### src/rtl/decode_stage_pipe_if.sv
// rtl/decode_stage_pipe_if.sv - fetch-side and register-read-side handshake bundle of decode_stage_pipe
interface decode_stage_pipe_if #(
    parameter int XLEN = 32,
    parameter int PC_W = 32
);
    localparam int SHAMT_W = (XLEN == 64) ? 6 : 5;

    logic                in_valid;
    logic                in_ready;
    logic [PC_W-1:0]     in_pc;
    logic [31:0]         in_insn;

    logic                out_valid;
    logic                out_ready;
    logic [PC_W-1:0]     out_pc;
    logic [6:0]          opcode;
    logic [4:0]          rd;
    logic [2:0]          funct3;
    logic [4:0]          rs1;
    logic [4:0]          rs2;
    logic [6:0]          funct7;
    logic [XLEN-1:0]     imm;
    logic [SHAMT_W-1:0]  shamt;
    logic [5:0]          fmt;
    logic                illegal;
    logic                is_muldiv;

    modport master (
        output in_valid, in_pc, in_insn, out_ready,
        input  in_ready, out_valid, out_pc, opcode, rd, funct3, rs1, rs2,
               funct7, imm, shamt, fmt, illegal, is_muldiv
    );

    modport slave (
        input  in_valid, in_pc, in_insn, out_ready,
        output in_ready, out_valid, out_pc, opcode, rd, funct3, rs1, rs2,
               funct7, imm, shamt, fmt, illegal, is_muldiv
    );
endinterface

### src/rtl/decode_stage_pipe.sv
// rtl/decode_stage_pipe.sv - registered RV32I/RV64I decode stage with 1-entry skid buffer
// Optional M-extension decode enabled by defining DEC_MEXT_EN.
module decode_stage_pipe #(
    parameter int XLEN = 32,
    parameter int PC_W = 32
) (
    input  logic               clock,
    input  logic               reset,
    input  logic               flush,
    decode_stage_pipe_if.slave bus
);
    localparam int SHAMT_W = (XLEN == 64) ? 6 : 5;

    localparam logic [5:0] FMT_R = 6'b100000;
    localparam logic [5:0] FMT_I = 6'b010000;
    localparam logic [5:0] FMT_S = 6'b001000;
    localparam logic [5:0] FMT_B = 6'b000100;
    localparam logic [5:0] FMT_U = 6'b000010;
    localparam logic [5:0] FMT_J = 6'b000001;

    typedef struct packed {
        logic [PC_W-1:0]    pc;
        logic [6:0]         opcode;
        logic [4:0]         rd;
        logic [2:0]         funct3;
        logic [4:0]         rs1;
        logic [4:0]         rs2;
        logic [6:0]         funct7;
        logic [XLEN-1:0]    imm;
        logic [SHAMT_W-1:0] shamt;
        logic [5:0]         fmt;
        logic               illegal;
        logic               is_muldiv;
    } dec_t;

    logic [31:0] insn;
    logic [2:0]  f3;
    logic [6:0]  f7;
    logic [31:0] imm32;
    logic        shift_imm;
    dec_t        dec;

    dec_t out_q, out_d;
    dec_t skid_q, skid_d;
    logic out_valid_q, out_valid_d;
    logic skid_valid_q, skid_valid_d;
    logic in_ready_q, in_ready_d;
    logic accept;

    assign insn = bus.in_insn;
    assign f3   = insn[14:12];
    assign f7   = insn[31:25];

    always_comb begin
        dec        = '0;
        imm32      = '0;
        shift_imm  = 1'b0;
        dec.pc     = bus.in_pc;
        dec.opcode = insn[6:0];
        if (insn[1:0] != 2'b11) begin
            dec.illegal = 1'b1;
        end else begin
            case (insn[6:0])
                7'h37, 7'h17: begin
                    dec.rd  = insn[11:7];
                    imm32   = {insn[31:12], 12'h000};
                    dec.fmt = FMT_U;
                end
                7'h6F: begin
                    dec.rd  = insn[11:7];
                    imm32   = {{12{insn[31]}}, insn[19:12], insn[20], insn[30:21], 1'b0};
                    dec.fmt = FMT_J;
                end
                7'h67, 7'h03: begin
                    dec.rd     = insn[11:7];
                    dec.funct3 = f3;
                    dec.rs1    = insn[19:15];
                    imm32      = {{20{insn[31]}}, insn[31:20]};
                    dec.fmt    = FMT_I;
                end
                7'h13: begin
                    dec.rd     = insn[11:7];
                    dec.funct3 = f3;
                    dec.rs1    = insn[19:15];
                    dec.fmt    = FMT_I;
                    if (f3 == 3'b001 || f3 == 3'b101) begin
                        // Shift-immediates report shamt zero-extended, not the sign-extended I field
                        shift_imm  = 1'b1;
                        dec.funct7 = f7;
                        dec.shamt  = insn[20 +: SHAMT_W];
                        if ((f7[6:1] != 6'h00 && f7[6:1] != 6'h10) || (XLEN == 32 && insn[25]))
                            dec.illegal = 1'b1;
                    end else begin
                        imm32 = {{20{insn[31]}}, insn[31:20]};
                    end
                end
                7'h23: begin
                    dec.funct3 = f3;
                    dec.rs1    = insn[19:15];
                    dec.rs2    = insn[24:20];
                    imm32      = {{20{insn[31]}}, insn[31:25], insn[11:7]};
                    dec.fmt    = FMT_S;
                end
                7'h63: begin
                    dec.funct3 = f3;
                    dec.rs1    = insn[19:15];
                    dec.rs2    = insn[24:20];
                    imm32      = {{20{insn[31]}}, insn[7], insn[30:25], insn[11:8], 1'b0};
                    dec.fmt    = FMT_B;
                end
                7'h33: begin
                    dec.rd     = insn[11:7];
                    dec.funct3 = f3;
                    dec.rs1    = insn[19:15];
                    dec.rs2    = insn[24:20];
                    dec.funct7 = f7;
                    dec.fmt    = FMT_R;
                    case (f7)
                        7'h00: dec.is_muldiv = 1'b0;
                        7'h20: if (f3 != 3'b000 && f3 != 3'b101) dec.illegal = 1'b1;
`ifdef DEC_MEXT_EN
                        7'h01: dec.is_muldiv = 1'b1;
`else
                        7'h01: dec.illegal = 1'b1;
`endif
                        default: dec.illegal = 1'b1;
                    endcase
                end
                7'h73: begin
                    if (insn != 32'h0000_0073 && insn != 32'h0010_0073)
                        dec.illegal = 1'b1;
                end
                default: dec.illegal = 1'b1;
            endcase
        end
        dec.imm = shift_imm ? XLEN'(dec.shamt) : XLEN'($signed(imm32));
        // Trap logic still needs pc and opcode of an illegal word; everything else is cleared
        if (dec.illegal) begin
            dec.rd        = '0;
            dec.funct3    = '0;
            dec.rs1       = '0;
            dec.rs2       = '0;
            dec.funct7    = '0;
            dec.imm       = '0;
            dec.shamt     = '0;
            dec.fmt       = '0;
            dec.is_muldiv = 1'b0;
        end
    end

    assign accept = bus.in_valid && in_ready_q && !flush;

    always_comb begin
        out_d        = out_q;
        out_valid_d  = out_valid_q;
        skid_d       = skid_q;
        skid_valid_d = skid_valid_q;
        if (flush) begin
            out_valid_d  = 1'b0;
            skid_valid_d = 1'b0;
        end else if (!out_valid_q || bus.out_ready) begin
            if (skid_valid_q) begin
                out_d        = skid_q;
                out_valid_d  = 1'b1;
                skid_valid_d = 1'b0;
            end else if (accept) begin
                out_d       = dec;
                out_valid_d = 1'b1;
            end else begin
                out_valid_d = 1'b0;
            end
        end else if (accept) begin
            skid_d       = dec;
            skid_valid_d = 1'b1;
        end
        in_ready_d = !skid_valid_d;
    end

    always_ff @(posedge clock) begin
        if (reset) begin
            out_q        <= '0;
            skid_q       <= '0;
            out_valid_q  <= 1'b0;
            skid_valid_q <= 1'b0;
            in_ready_q   <= 1'b0;
        end else begin
            out_q        <= out_d;
            skid_q       <= skid_d;
            out_valid_q  <= out_valid_d;
            skid_valid_q <= skid_valid_d;
            in_ready_q   <= in_ready_d;
        end
    end

    assign bus.in_ready  = in_ready_q;
    assign bus.out_valid = out_valid_q;
    assign bus.out_pc    = out_q.pc;
    assign bus.opcode    = out_q.opcode;
    assign bus.rd        = out_q.rd;
    assign bus.funct3    = out_q.funct3;
    assign bus.rs1       = out_q.rs1;
    assign bus.rs2       = out_q.rs2;
    assign bus.funct7    = out_q.funct7;
    assign bus.imm       = out_q.imm;
    assign bus.shamt     = out_q.shamt;
    assign bus.fmt       = out_q.fmt;
    assign bus.illegal   = out_q.illegal;
    assign bus.is_muldiv = out_q.is_muldiv;
endmodule

### src/flat_wrapper.sv
// flat-port wrapper written by rule: the top's interface ports become plain ports
module decode_stage_pipe_flat 
#(
    parameter int XLEN = 32,
    parameter int PC_W = 32
)
  (clock, reset, flush, bus_in_valid, bus_in_pc, bus_in_insn, bus_out_ready, bus_in_ready, bus_out_valid, bus_out_pc, bus_opcode, bus_rd, bus_funct3, bus_rs1, bus_rs2, bus_funct7, bus_imm, bus_shamt, bus_fmt, bus_illegal, bus_is_muldiv);
  decode_stage_pipe_if #(.XLEN(XLEN), .PC_W(PC_W)) bus_i ();
  input  logic clock;
  input  logic reset;
  input  logic flush;
  input wire logic [$bits(bus_i.in_valid)-1:0] bus_in_valid;
  input wire logic [$bits(bus_i.in_pc)-1:0] bus_in_pc;
  input wire logic [$bits(bus_i.in_insn)-1:0] bus_in_insn;
  input wire logic [$bits(bus_i.out_ready)-1:0] bus_out_ready;
  output wire logic [$bits(bus_i.in_ready)-1:0] bus_in_ready;
  output wire logic [$bits(bus_i.out_valid)-1:0] bus_out_valid;
  output wire logic [$bits(bus_i.out_pc)-1:0] bus_out_pc;
  output wire logic [$bits(bus_i.opcode)-1:0] bus_opcode;
  output wire logic [$bits(bus_i.rd)-1:0] bus_rd;
  output wire logic [$bits(bus_i.funct3)-1:0] bus_funct3;
  output wire logic [$bits(bus_i.rs1)-1:0] bus_rs1;
  output wire logic [$bits(bus_i.rs2)-1:0] bus_rs2;
  output wire logic [$bits(bus_i.funct7)-1:0] bus_funct7;
  output wire logic [$bits(bus_i.imm)-1:0] bus_imm;
  output wire logic [$bits(bus_i.shamt)-1:0] bus_shamt;
  output wire logic [$bits(bus_i.fmt)-1:0] bus_fmt;
  output wire logic [$bits(bus_i.illegal)-1:0] bus_illegal;
  output wire logic [$bits(bus_i.is_muldiv)-1:0] bus_is_muldiv;
  assign bus_i.in_valid = bus_in_valid;
  assign bus_i.in_pc = bus_in_pc;
  assign bus_i.in_insn = bus_in_insn;
  assign bus_i.out_ready = bus_out_ready;
  assign bus_in_ready = bus_i.in_ready;
  assign bus_out_valid = bus_i.out_valid;
  assign bus_out_pc = bus_i.out_pc;
  assign bus_opcode = bus_i.opcode;
  assign bus_rd = bus_i.rd;
  assign bus_funct3 = bus_i.funct3;
  assign bus_rs1 = bus_i.rs1;
  assign bus_rs2 = bus_i.rs2;
  assign bus_funct7 = bus_i.funct7;
  assign bus_imm = bus_i.imm;
  assign bus_shamt = bus_i.shamt;
  assign bus_fmt = bus_i.fmt;
  assign bus_illegal = bus_i.illegal;
  assign bus_is_muldiv = bus_i.is_muldiv;
  decode_stage_pipe #(.XLEN(XLEN), .PC_W(PC_W)) u_core (.clock(clock), .reset(reset), .flush(flush), .bus(bus_i));
endmodule
### config.mk
export PLATFORM = sky130hd
export DESIGN_NAME = decode_stage_pipe_flat
export DESIGN_NICKNAME = d
export VERILOG_FILES = /design/src/rtl/decode_stage_pipe_if.sv /design/src/rtl/decode_stage_pipe.sv /design/src/flat_wrapper.sv
export SDC_FILE = /design/constraint.sdc
export NUM_CORES = 1
export LEC_CHECK = 0
export BUFFER_PORTS_ARGS = -buffer_cell sky130_fd_sc_hd__buf_2
export CAP_MARGIN = 40
export CELL_PAD_IN_SITES_DETAIL_PLACEMENT = 1
export CELL_PAD_IN_SITES_GLOBAL_PLACEMENT = 1
export CORE_UTILIZATION = 35
export CTS_CLUSTER_SIZE = 10
export DETAILED_ROUTE_END_ITERATION = 8
export GPL_ROUTABILITY_DRIVEN = 0
export PLACE_DENSITY_LB_ADDON = 0.1
export SKIP_CTS_REPAIR_TIMING = 1
export SYNTH_ARGS = -nofsm -noshare
export SYNTH_HDL_FRONTEND = slang
export SYNTH_SLANG_ARGS = --single-unit
### constraint.sdc
create_clock -name clock -period 4.9 [get_ports clock]
set_input_delay 0 -clock clock [delete_from_list [all_inputs] [get_ports clock]]
set_output_delay 0 -clock clock [all_outputs]
set_load 0.05 [all_outputs]
After elaboration in Yosys (flattened, before gate mapping)

Index checks and enable logic that the tools add are counted.

Reduce and logical (&&, ||, !) cells: 25
Multiplexer cells: 32
Eq/ne operators: 18
Bitwise gates (word level): 2

Operators with widths:

| kind                   | count |
|---|---|
| $mux W109              | 2 |
| $pmux W32 S6           | 1 |
| $mux W32               | 3 |
| $mux W68               | 1 |
| $pmux W6 S6            | 1 |
| $ne A32 B21 Y1 const B | 1 |
| $ne A32 B7 Y1 const B  | 1 |
| $eq A7 B6 Y1 const B   | 4 |
| $eq A7 B7 Y1 const B   | 4 |
| $mux W25               | 1 |
| $mux W5                | 4 |
| $eq A7 B5 Y1 const B   | 2 |
| $pmux W7 S2            | 1 |
| $reduce_or A7 Y1       | 2 |
| $mux W1                | 13 |
| $mux W11               | 1 |
| $mux W8                | 1 |
| $eq A7 B2 Y1 const B   | 1 |
| $logic_not A7 Y1       | 1 |
| $mux W7                | 1 |
| $ne A6 B5 Y1 const B   | 1 |
| $reduce_and A3 Y1      | 2 |
| $reduce_bool A6 Y1     | 1 |
| $reduce_or A2 Y1       | 3 |
| 14 further kinds       | 24 |

Input bits: 69
Word-level logic and storage cells: 103
Register bits after elaboration: 220
Output and inout bits: 111

Logic depth before layout (Yosys ltp)

Gate-level depths: netlist of the first run.

Depth after elaboration: 10
Depth in mapped cells: 9
Depth with buffers taken out: 6

Worst setup path after synthesis of the first run

OpenSTA, ideal clock, no wires.

Kind: reg-to-reg
Start: register u_core.in_ready_q, in the netlist u_core.bus.in_ready
End: register u_core.out_q (netlist bit u_core.bus.funct3[0])
Period minus slack after synthesis: 2.113 ns
Cell stages (with the launch flop): 8
Path slack: 2.787 ns
Buffers on the path: 1
Data arrival time: 2.036 ns
Data required time: 4.823 ns
Setup time: 0.077 ns
Path through: dfxtp_1 > a21oi_1 > or2_1 > nand2b_1 > buf_2 > nor2_2 > nand3_1 > o22ai_1

Word-level cells in the longest chain between the ends: 4

Ends and longest elaborated chain:

| what                                | RTL line                 | source |
|---|---|---|
| from (decl)                         | decode_stage_pipe.sv:47  | `logic in_ready_q, in_ready_d;` |
| from (signal assigned)              | decode_stage_pipe.sv:191 | `in_ready_q <= in_ready_d;` |
| $logic_and A1 B1 Y1 (2 in a row)    | decode_stage_pipe.sv:151 | `assign accept = bus.in_valid && in_ready_q && !flush;` |
| $reduce_bool A2 Y1 (no source line) | n/a                      |  |
| $reduce_and A3 Y1 (no source line)  | n/a                      |  |
| to (signal assigned)                | decode_stage_pipe.sv:187 | `out_q <= out_d;` |
| to (decl)                           | decode_stage_pipe.sv:43  | `dec_t out_q, out_d;` |

Every way passes these cells.
A chain may end at the register's enable or synchronous reset.

Worst setup path after layout of the first run

Start: register u_core.skid_valid_q
End: register u_core.out_q (netlist bit u_core.bus.funct3[0])

Word-level cells in the longest chain between the ends: 2
Elaborated cells between the ends (all ways): 3
Those cells by class: mux: 1; reduce/logical: 2

Ends and longest elaborated chain:

| what                                | RTL line                 | source |
|---|---|---|
| from (decl)                         | decode_stage_pipe.sv:46  | `logic skid_valid_q, skid_valid_d;` |
| from (signal assigned)              | decode_stage_pipe.sv:190 | `skid_valid_q <= skid_valid_d;` |
| $reduce_bool A2 Y1 (no source line) | n/a                      |  |
| $reduce_and A3 Y1 (no source line)  | n/a                      |  |

Parallel ways exist; a longest one is shown, timed or not.

==> results of run 1 <==
layout make-up:
| class | instances | area share (%) |
|---|---|---|
| inverters | 21 | 0.669 |
| multi-input cells | 728 | 37.4 |
| diodes | 1 | 0.0212 |
| repair buffers | 261 | 14.8 |
| clock inverters | 1 | 0.255 |
| clock buffers | 34 | 6.04 |
| well taps | 335 | 3.56 |
| flip-flops and latches | 219 | 37.2 |
Yosys cell counts, types with 16 or more instances:
cell,count
sky130_fd_sc_hd__and3_1,16
sky130_fd_sc_hd__nor2_1,106
sky130_fd_sc_hd__clkbuf_1,62
sky130_fd_sc_hd__buf_2,16
sky130_fd_sc_hd__nand3b_1,17
sky130_fd_sc_hd__a22o_1,19
sky130_fd_sc_hd__inv_1,21
sky130_fd_sc_hd__mux2i_1,41
sky130_fd_sc_hd__dfxtp_1,219
sky130_fd_sc_hd__a211oi_1,60
sky130_fd_sc_hd__nand2_1,138
sky130_fd_sc_hd__o21ai_0,29
sky130_fd_sc_hd__nand3_1,19
sky130_fd_sc_hd__a21oi_1,110
sky130_fd_sc_hd__nor3_1,23
logic make-up after synthesis:
kind of cell / synth area share, %
and+or+nand+nor: 20.5
AOI/OAI and AO/OA: 22.0
DFF: 47.3
buffers and inverters: 5.44
muxes: 4.55
xor gates and xnor gates: 0.0945
other: 0.0405
state kept, by name (all words and copies together), names as in the netlist, 3 cells and up:
name / count
u_core.skid_q: 108
u_core.bus.funct7: 7
u_core.bus.fmt: 6
u_core.bus.rs2: 5
u_core.bus.rs1: 5
u_core.bus.out_pc: 32
u_core.bus.funct3: 3
u_core.bus.shamt: 5
u_core.bus.rd: 5
u_core.bus.imm: 32
u_core.bus.opcode: 7
worst paths after layout:
check / start / slack (ns) / end / depth (start not counted)
hold reg to reg: u_core.bus.funct7[4] / 0.45 / u_core.bus.funct7[4] / 2
hold / removal: bus_in_valid / 0.11 / u_core.skid_valid_q / 4
setup reg to reg: u_core.skid_valid_q / 2.27 / u_core.bus.funct3[0] / 6
setup / recovery: u_core.skid_valid_q / 2.27 / u_core.bus.funct3[0] / 6
worst max-delay path, delay by kind of cell (launching register included):
| family | cells | cell delay (ns) |
|---|---|---|
| simple gates | 4 | 1.45 |
| flops | 1 | 0.67 |
| compound gates | 2 | 0.42 |
power by group through the flow:
stage / combinational (mW) / sequential [mW] / clock (mW)
final: 0.428 / 1.83 / 1.77
after global placement: 0.380 / 1.87 / 0
after detailed placement: 0.386 / 1.87 / 0
after CTS: 0.387 / 1.83 / 1.82
after floorplan: 0.144 / 1.98 / 0
after global routing: 0.460 / 1.84 / 1.88
through the flow:
stage	setup WS, ns	hold slack (ns)	instance area (µm²)	total power, mW
final	2.27	0.112	11800	4.03
after global routing	2.09	0.158	11800	4.17
after CTS	2.25	-0.333	11100	4.04
after detailed placement	2.30	0.212	10400	2.26
after global placement	2.34	0.218	10300	2.25
after floorplan	2.79	0.0785	9270	2.12
per-layer routing:
metal	up-vias	routed length [µm]
li1	4159	-
met1	4100	14300
met2	168	14100
met3	39	1060
met4	0	520
met5	-	0
==> out/qor.tcl, run 1 <==
set qor(status) {completed}
set qor(p_seq_share_pct) 45.5
set qor(cpPeakStageDelay_ns) 0.67
set qor(layout.cells.most_common) {sky130_fd_sc_hd__dfxtp_1}
set qor(fin_setup_tns_ns) 0
set qor(start_kind) {flip-flop}
set qor(yosys_register_bits) 219
set qor(leakagePower_nw) 4.43
set qor(peakVddDrop_mv) 0.189
set qor(cp.arrival_ns) 3.05
set qor(cts_htree_levels) 1
set qor(grt_start_max_net_pins) 154
set qor(die_area_um2) 27100
set qor(drc) 0
set qor(synth.net_count) 1132
set qor(critical_path_required_ns) 5.32
set qor(synth_edf_count) 0
set qor(clock_pin_transition_on_the_worst_setup_and_hold_timing_paths_ns) 0.06
set qor(chipWidth_um) 165
set qor(final.period_utilization_pct) 53.7
set qor(slew-limit-headroom_pct) 46.9
set qor(synth_flop_cell) {sky130_fd_sc_hd__dfxtp_1}
set qor(final_util_pct) 45.4
set qor(wl_per_cell_um) 18.7
set qor(p_per_area_nw_per_um2) 342
set qor(cts-buffers-inserted) 26
set qor(cts.root.buffer_cell) {sky130_fd_sc_hd__clkbuf_16}
set qor(clock_tree_from_tritoncts) {yes}
set qor(max_freq_mhz) 380
set qor(power_report.internal_total_mw) 2.99
set qor(synth.cell_area_um2) 9270
set qor(power.switching_mw) 1.04
set qor(end_kind) {flip-flop}
set qor(clock_latency_ns) 0.52
set qor(syn-instance-count) 1063
set qor(finalNetCount) 1326
set qor(seq_area_frac_synth_pct) 47.3
set qor(min-delay-path-class) {input pin to flip-flop}
set qor(layout-drive-gt1-share_pct) 21.1
set qor(place_inst) 1496
set qor(globalRouteMet1Util_pct) 29.1
set qor(crit_path_top_delay_cell) {sky130_fd_sc_hd__dfxtp_4}
set qor(globalRouteOverflowTotal) 0
set qor(wl_um) 30000
set qor(dr.pass1.iters) 4
set qor(power.share.switching_pct) 25.7
set qor(floorplan_core_area_um2) 26000
set qor(cp_cell_sequence) {a21oi_1, or2_1, nand2b_2, nor2_2, nand3_1, o22ai_1}
set qor(power_frac_comb_pct) 10.6
set qor(cts.sink_count) 219
set qor(start_util_pct) 35.7
set qor(number_of_standard_cells_in_the_final_layout_excluding_fillers) 1600
set qor(gr-usage-met3_pct) 2.79
set qor(grt_setup_unrepaired) {false}
set qor(asyncSetResetFlopFracSynth_pct) 0
set qor(synth_area_leader_cell) {sky130_fd_sc_hd__dfxtp_1}
set qor(maxCapViolations) 0
set qor(report.final.slew_viol_count) 0
set qor(power.share.clock_pct) 43.9
set qor(detail-route-antenna-nets) 0
set qor(area.growth.synth_to_final_pct) 27.2
set qor(post-synth-top-area-fraction_pct) 47.3
set qor(routed-via-count) 8466
set qor(grt_pass1_wl_um) 45300
set qor(numPortBuffers) 178
set qor(standard_cell_row_count) 59
set qor(period_minus_slack_ns) 2.63
set qor(chipHeight_um) 165
set qor(gr-usage-all-layers_pct) 21.2
set qor(clock_tree.buffer_depth) 3
set qor(yosysUniqueCellTypes) 66
set qor(multi_input_comb_area_um2) 4410
set qor(post_synth.cell_area_avg_um2) 8.72
set qor(pin_slew_with_the_least_headroom_to_its_limit_ns) 0.790
set qor(detailedPlacementHpwl_um) 18700
set qor(io_pins) 180
set qor(final-setup-viol-count) 0
set qor(grt.busiest_layer) {met2}
set qor(first_global_vias) 8076
set qor(finalHoldViolCount) 0
set qor(critPathMaxFanout) 29
set qor(antenna_violations_before_repair) 1
set qor(grt.met2_usage_pct) 35.5
set qor(register_area_um2) 4390
set qor(finalClockSkew_ns) 0.0143
set qor(mostFrequentLayoutCells) {sky130_fd_sc_hd__dfxtp_1, sky130_fd_sc_hd__buf_2, sky130_fd_sc_hd__nand2_1}
set qor(timing.setup.critical_path_class) {flip-flop to flip-flop}
set qor(via_per_inst) 5.29
set qor(final.fill_count) 3057
set qor(ys.warnings.count) 0
set qor(synth.area.top_cells) {sky130_fd_sc_hd__dfxtp_1, sky130_fd_sc_hd__a21oi_1, sky130_fd_sc_hd__nand2_1}
set qor(dr.first_iter.drc_count) 458
Power figures use the tool's default switching activity.
==> run 2, diff against run 1 <==
- clock period: 4.9 -> 2.4 ns (I/O delays scaled with it)
==> run 2 against run 1 <==
Effect of this change: critical path depth up 2; largest cell class unchanged; combinational power rose by 110%; clock skew is 0.0030 ns lower; worst hold slack worse by 0.035 ns; sequential power rose by 100%; register-to-register slack worse by 1.9 ns; worst setup slack worse by 2.0 ns; die area is the same; non-clock buffer count up 23; count of clock-buffer cells in the layout up 2.
==> out/qor.tcl, run 2 (synthesis results as in run 1) <==
set qor(status) {completed}
set qor(slew-limit-headroom_pct) 48.4 ;# +1.5 points
set qor(fin_setup_tns_ns) 0 ;# unchanged
set qor(hold_slack_ns) 0.0778 ;# -0.0346 ns
set qor(clock_pin_transition_on_the_worst_setup_and_hold_timing_paths_ns) 0.05 ;# about the same
set qor(mostFrequentLayoutCells) {sky130_fd_sc_hd__dfxtp_1, sky130_fd_sc_hd__buf_2, sky130_fd_sc_hd__nand2_1}
set qor(dr.first_iter.drc_count) 464 ;# +1.3%
set qor(floorplan_core_area_um2) 26000 ;# unchanged
set qor(numPortBuffers) 178 ;# unchanged
set qor(antenna_violations_before_repair) 0 ;# -1
set qor(end_kind) {flip-flop}
set qor(critPathMaxFanout) 12 ;# -59%
set qor(globalRouteMet1Util_pct) 29.9 ;# +0.81 points
set qor(grt.busiest_layer) {met2}
set qor(die_area_um2) 27100 ;# unchanged
set qor(leakagePower_nw) 4.53 ;# +2.3%
set qor(layout-drive-gt1-share_pct) 22.4 ;# +1.3 points
set qor(finalNetCount) 1349 ;# +1.7%
set qor(cts_htree_levels) 1 ;# unchanged
set qor(critical_path_required_ns) 2.84 ;# -2.48 ns
set qor(start_kind) {input pin}
set qor(start_util_pct) 35.7 ;# unchanged
set qor(io_pins) 180 ;# unchanged
set qor(routed-via-count) 8641 ;# +2.1%
set qor(maxCapViolations) 0 ;# unchanged
set qor(peakVddDrop_mv) 0.541 ;# +190%
set qor(layout.cells.most_common) {sky130_fd_sc_hd__dfxtp_1}
set qor(dr.pass1.iters) 5 ;# +1
set qor(grt_pass1_wl_um) 46600 ;# +2.8%
set qor(final.fill_count) 3065 ;# +0.26%
set qor(grt_setup_unrepaired) {false}
set qor(timing.setup.critical_path_class) {input pin to flip-flop}
set qor(largest_register_ff_count) 108 ;# unchanged
set qor(chipHeight_um) 165 ;# unchanged
set qor(report.final.slew_viol_count) 0 ;# unchanged
set qor(cp.arrival_ns) 2.56 ;# -0.49 ns
set qor(gr-usage-all-layers_pct) 21.9 ;# +0.70 points
set qor(period_minus_slack_ns) 2.12
set qor(finalClockSkew_ns) 0.0112 ;# -0.00302 ns
set qor(via_per_inst) 5.32 ;# +0.62%
set qor(final-setup-viol-count) 0 ;# unchanged
set qor(cts-buffers-inserted) 26 ;# unchanged
set qor(largest_register) {u_core.skid_q}
set qor(wl_um) 30900 ;# +3.1%
set qor(globalRouteOverflowTotal) 0 ;# unchanged
set qor(max_freq_mhz) 473
set qor(min-delay-path-class) {input pin to flip-flop}
set qor(clock_tree_from_tritoncts) {yes}
set qor(area.growth.synth_to_final_pct) 28.9
set qor(cts.sink_count) 219 ;# unchanged
set qor(gr-usage-met3_pct) 3.16 ;# +0.38 points
set qor(clock_latency_ns) 0.53 ;# about the same
set qor(detailedPlacementHpwl_um) 19600 ;# +4.7%
set qor(antenna_cells) 0 ;# -1
set qor(chipWidth_um) 165 ;# unchanged
set qor(detail-route-antenna-nets) 0 ;# unchanged
set qor(final_util_pct) 46.0 ;# +0.59 points
set qor(final.period_utilization_pct) 88.2
set qor(p_per_area_nw_per_um2) 684 ;# +100%
set qor(clock_tree.buffer_depth) 3 ;# unchanged
set qor(grt.met2_usage_pct) 36.2 ;# +0.73 points
set qor(standard_cell_row_count) 59 ;# unchanged
set qor(pin_slew_with_the_least_headroom_to_its_limit_ns) 0.766 ;# -0.0240 ns
set qor(wl_per_cell_um) 19.1 ;# +1.7%
set qor(first_global_vias) 8327 ;# +3.1%
set qor(drc) 0 ;# unchanged
set qor(finalHoldViolCount) 0 ;# unchanged
set qor(grt_start_max_net_pins) 154 ;# unchanged
set qor(cts.root.buffer_cell) {sky130_fd_sc_hd__clkbuf_16}
-- run 2: area by class of cell --
cell class                 count  area [µm²]  share of cell area (%)
inverter                      21        78.8                   0.660
multi-input combinational    728        4400                    36.9
clock buffer                  36         729                    6.11
tap                          335         419                    3.51
sequential                   219        4390                    36.7
timing repair buffer         284        1920                    16.1
-- run 2: final timing paths --
check,startpoint,endpoint,slack (ns),depth (start not counted)
worst min-delay path,bus_in_insn[24],u_core.skid_q[17],0.08,4
worst max register to register,u_core.bus.in_ready,u_core.bus.rs1[3],0.36,7
worst max-delay path,bus_in_insn[6],u_core.bus.rs1[0],0.28,8
worst min register to register,u_core.bus.funct7[3],u_core.bus.funct7[3],0.45,2
-- run 2: per-layer routing --
layer	vias to the layer above	routed length [µm]	part of all wire, %
met5	-	0	0
met4	0	490	1.6
met3	39	1350	4.3
met2	196	14600	47
met1	4191	14500	47
li1	4215	-	-
-- run 2: critical path: stages --
cell and delay, ns:
sky130_fd_sc_hd__dlygate4sd3_1 0.55, sky130_fd_sc_hd__buf_2 0.20, sky130_fd_sc_hd__nand2b_2 0.27, sky130_fd_sc_hd__a21boi_1 0.16, sky130_fd_sc_hd__o21ai_1 0.24, sky130_fd_sc_hd__and3_1 0.43, sky130_fd_sc_hd__nand3_1 0.41, sky130_fd_sc_hd__o22ai_1 0.29
-- run 2: per-stage QoR --
step	setup WS [ns]	area, µm²	instances	total power [mW]
after floorplan	0.287	9270	1063	4.33
after CTS	0.341	11300	1554	8.20
after global routing	0.165	11900	1623	8.46
after detailed placement	0.0311	10500	1518	4.62
final	0.284	11900	1623	8.16
after global placement	0.0814	10500	1516	4.61
-- run 2: power by group --
part	switching, mW	internal (mW)
registers	0.0353	3.70
logic	0.613	0.280
clock network	1.46	2.07
==> run 3, diff against run 2 <==
- PLACE_DENSITY: default -> 0.75
- PLACE_DENSITY_LB_ADDON: 0.1 -> default
==> run 3 against run 2 <==
Effect of this change: first-iteration DRC count grew 2.6%; critical path depth is the same; cell count shrank 0.12%; sequential power is essentially flat.
==> out/qor.tcl, run 3 (synthesis results as in run 1) <==
set qor(status) {completed}
set qor(gr-usage-all-layers_pct) 21.6 ;# -0.34 points
set qor(hold_slack_ns) 0.0196 ;# -0.0582 ns
set qor(clock_tree_from_tritoncts) {yes}
set qor(wl_per_cell_um) 19.0 ;# -0.41%
set qor(final-setup-viol-count) 0 ;# unchanged
set qor(end_kind) {flip-flop}
set qor(grt_pass1_wl_um) 46100 ;# -1.0%
set qor(area.growth.synth_to_final_pct) 28.7
set qor(max_freq_mhz) 464 ;# -1.8%
set qor(worstRegToRegCells) 6 ;# -1
set qor(numPortBuffers) 178 ;# unchanged
set qor(start_kind) {input pin}
set qor(min_from) {bus_in_valid}
set qor(antenna_cells) 0 ;# unchanged
set qor(pin_slew_with_the_least_headroom_to_its_limit_ns) 0.725 ;# -0.0413 ns
set qor(placedInstanceArea_um2) 10500 ;# about the same
set qor(cts-buffers-inserted) 26 ;# unchanged
set qor(dr.pass1.iters) 4 ;# -1
set qor(slew-limit-headroom_pct) 51.7 ;# +3.2 points
set qor(mostFrequentLayoutCells) {sky130_fd_sc_hd__dfxtp_1, sky130_fd_sc_hd__buf_2, sky130_fd_sc_hd__nand2_1}
set qor(standard_cell_row_count) 59 ;# unchanged
set qor(wl_um) 30800 ;# -0.53%
set qor(via_per_inst) 5.39 ;# +1.3%
set qor(leakagePower_nw) 4.53 ;# -0.11%
set qor(largest_register) {u_core.skid_q}
set qor(setup_slack_ns) 0.245 ;# -0.0386 ns
set qor(maxCapViolations) 0 ;# unchanged
set qor(power.share.clock_pct) 43.5 ;# +0.3 points
set qor(place_inst) 1518 ;# unchanged
set qor(cts.sink_count) 219 ;# unchanged
set qor(finalHoldViolCount) 0 ;# unchanged
set qor(antenna_violations_before_repair) 0 ;# unchanged
set qor(layout.cells.most_common) {sky130_fd_sc_hd__dfxtp_1}
set qor(power_frac_comb_pct) 10.9 ;# about the same
set qor(drc) 0 ;# unchanged
set qor(chipHeight_um) 165 ;# unchanged
set qor(clock_pin_transition_on_the_worst_setup_and_hold_timing_paths_ns) 0.06 ;# about the same
set qor(die_area_um2) 27100 ;# unchanged
set qor(power_report.internal_total_mw) 6.07 ;# +0.34%
set qor(chipWidth_um) 165 ;# unchanged
set qor(fin_setup_tns_ns) 0 ;# unchanged
set qor(report.final.slew_viol_count) 0 ;# unchanged
set qor(cts_htree_levels) 1 ;# unchanged
set qor(final.period_utilization_pct) 89.8 ;# +1.6 points
set qor(final_util_pct) 45.9 ;# -0.048 points
set qor(routed-via-count) 8741 ;# +1.2%
set qor(first_global_vias) 8315 ;# -0.14%
set qor(globalRouteOverflowTotal) 0 ;# unchanged
set qor(io_pins) 180 ;# unchanged
set qor(grt_setup_unrepaired) {false}
set qor(detail-route-antenna-nets) 0 ;# unchanged
set qor(hold-path-cell-count) 4 ;# unchanged
set qor(dp_worst_setup_slack_ns) 0.270 ;# +0.239 ns
set qor(period_minus_slack_ns) 2.15 ;# +0.0386 ns
set qor(layout.cell_area.non_filler_um2) 11900 ;# -0.11%
set qor(r2r_slack_ns) 0.32 ;# -0.04 ns
set qor(dr.first_iter.drc_count) 476 ;# +2.6%
set qor(number_of_standard_cells_in_the_final_layout_excluding_fillers) 1621 ;# -0.12%
set qor(clock_tree.buffer_depth) 3 ;# unchanged
set qor(finalClockSkew_ns) 0.0136 ;# +0.00233 ns
set qor(cp.arrival_ns) 2.59 ;# +0.03 ns
set qor(p_per_area_nw_per_um2) 687 ;# +0.52%
set qor(floorplan_core_area_um2) 26000 ;# unchanged
set qor(power.share.switching_pct) 25.9 ;# +0.058 points
set qor(timing.hold.worst_endpoint) {u_core.skid_q[24]}
set qor(grt_start_max_net_pins) 154 ;# unchanged
set qor(clock_latency_ns) 0.53 ;# about the same
set qor(r2r-start) {u_core.bus.in_ready}
set qor(min-delay-path-class) {input pin to flip-flop}
set qor(critPathMaxFanout) 12 ;# unchanged
set qor(critical_path_required_ns) 2.84 ;# about the same
set qor(detailedPlacementHpwl_um) 19500 ;# -0.56%
set qor(p_seq_share_pct) 45.6 ;# -0.2 points
set qor(power.switching_mw) 2.12 ;# +0.64%
set qor(timing.setup.critical_path_class) {input pin to flip-flop}
set qor(finalNetCount) 1348 ;# -0.074%
set qor(cts.root.buffer_cell) {sky130_fd_sc_hd__clkbuf_16}
set qor(total_power_mw) 8.20 ;# +0.42%
set qor(start_util_pct) 35.7 ;# unchanged
set qor(largest_register_ff_count) 108 ;# unchanged
set qor(timing.rr.end) {u_core.bus.imm[3]}
set qor(layout-drive-gt1-share_pct) 22.5 ;# +0.035 points
set qor(peakVddDrop_mv) 0.460 ;# -15%
==> run 3: cell count changes in the layout (fill, tap and decap cells not counted), sizes merged <==
cell / previous run / this run
clkbuf: 36 / 35
dlygate4sd3: 69 / 68
==> run 3: area by class of cell <==
type | instances | area (µm²)
well taps | 335 | 419
inverters | 21 | 78.8
flip-flops and latches | 219 | 4390
repair buffers | 283 | 1900
multi-input cells | 728 | 4400
clock buffers | 35 | 736
fillers | 3065 | 14100
==> run 3: worst max-delay path, stage by stage <==
cell and delay [ns]:
sky130_fd_sc_hd__dlygate4sd3_1 0.57, sky130_fd_sc_hd__buf_2 0.21, sky130_fd_sc_hd__nand2b_2 0.26, sky130_fd_sc_hd__a21boi_1 0.15, sky130_fd_sc_hd__o21ai_1 0.23, sky130_fd_sc_hd__and3_1 0.43
sky130_fd_sc_hd__nand3_1 0.43, sky130_fd_sc_hd__o22ai_1 0.30
==> run 3: worst max path at each step <==
stage / from / to / slack (ns) / cells after the start
3_3_place_gp: bus_in_insn[23] / u_core.skid_q[58] / -0.11 / 8
4_1_cts: u_core.bus.in_ready / u_core.bus.imm[3] / 0.29 / 6
3_5_place_dp: bus_in_insn[25] / u_core.bus.rs1[0] / 0.27 / 7
2_1_floorplan: u_core.bus.in_ready / u_core.bus.funct3[0] / 0.29 / 7
6_report: bus_in_insn[6] / u_core.bus.rs1[0] / 0.25 / 8
5_1_grt: bus_in_insn[25] / u_core.bus.rs1[1] / 0.07 / 8
==> run 3: power by group through the flow <==
stage               Sequential [mW]  Clock, mW  Combinational (mW)
floorplan                      4.04          0               0.293
global placement               3.82          0               0.786
detailed placement             3.82          0               0.798
CTS                            3.74       3.65               0.801
global route                   3.75       3.80               0.952
finish                         3.74       3.56               0.892
==> run 3: per-layer routing <==
layer  global-route usage, %  up-vias  share of wire [%]
met5                       0        -                  0
met4                    4.84        0                1.7
met3                    4.09       47                5.6
met2                    34.8      202                 48
met1                    29.6     4296                 45
li1                        -     4196                  -
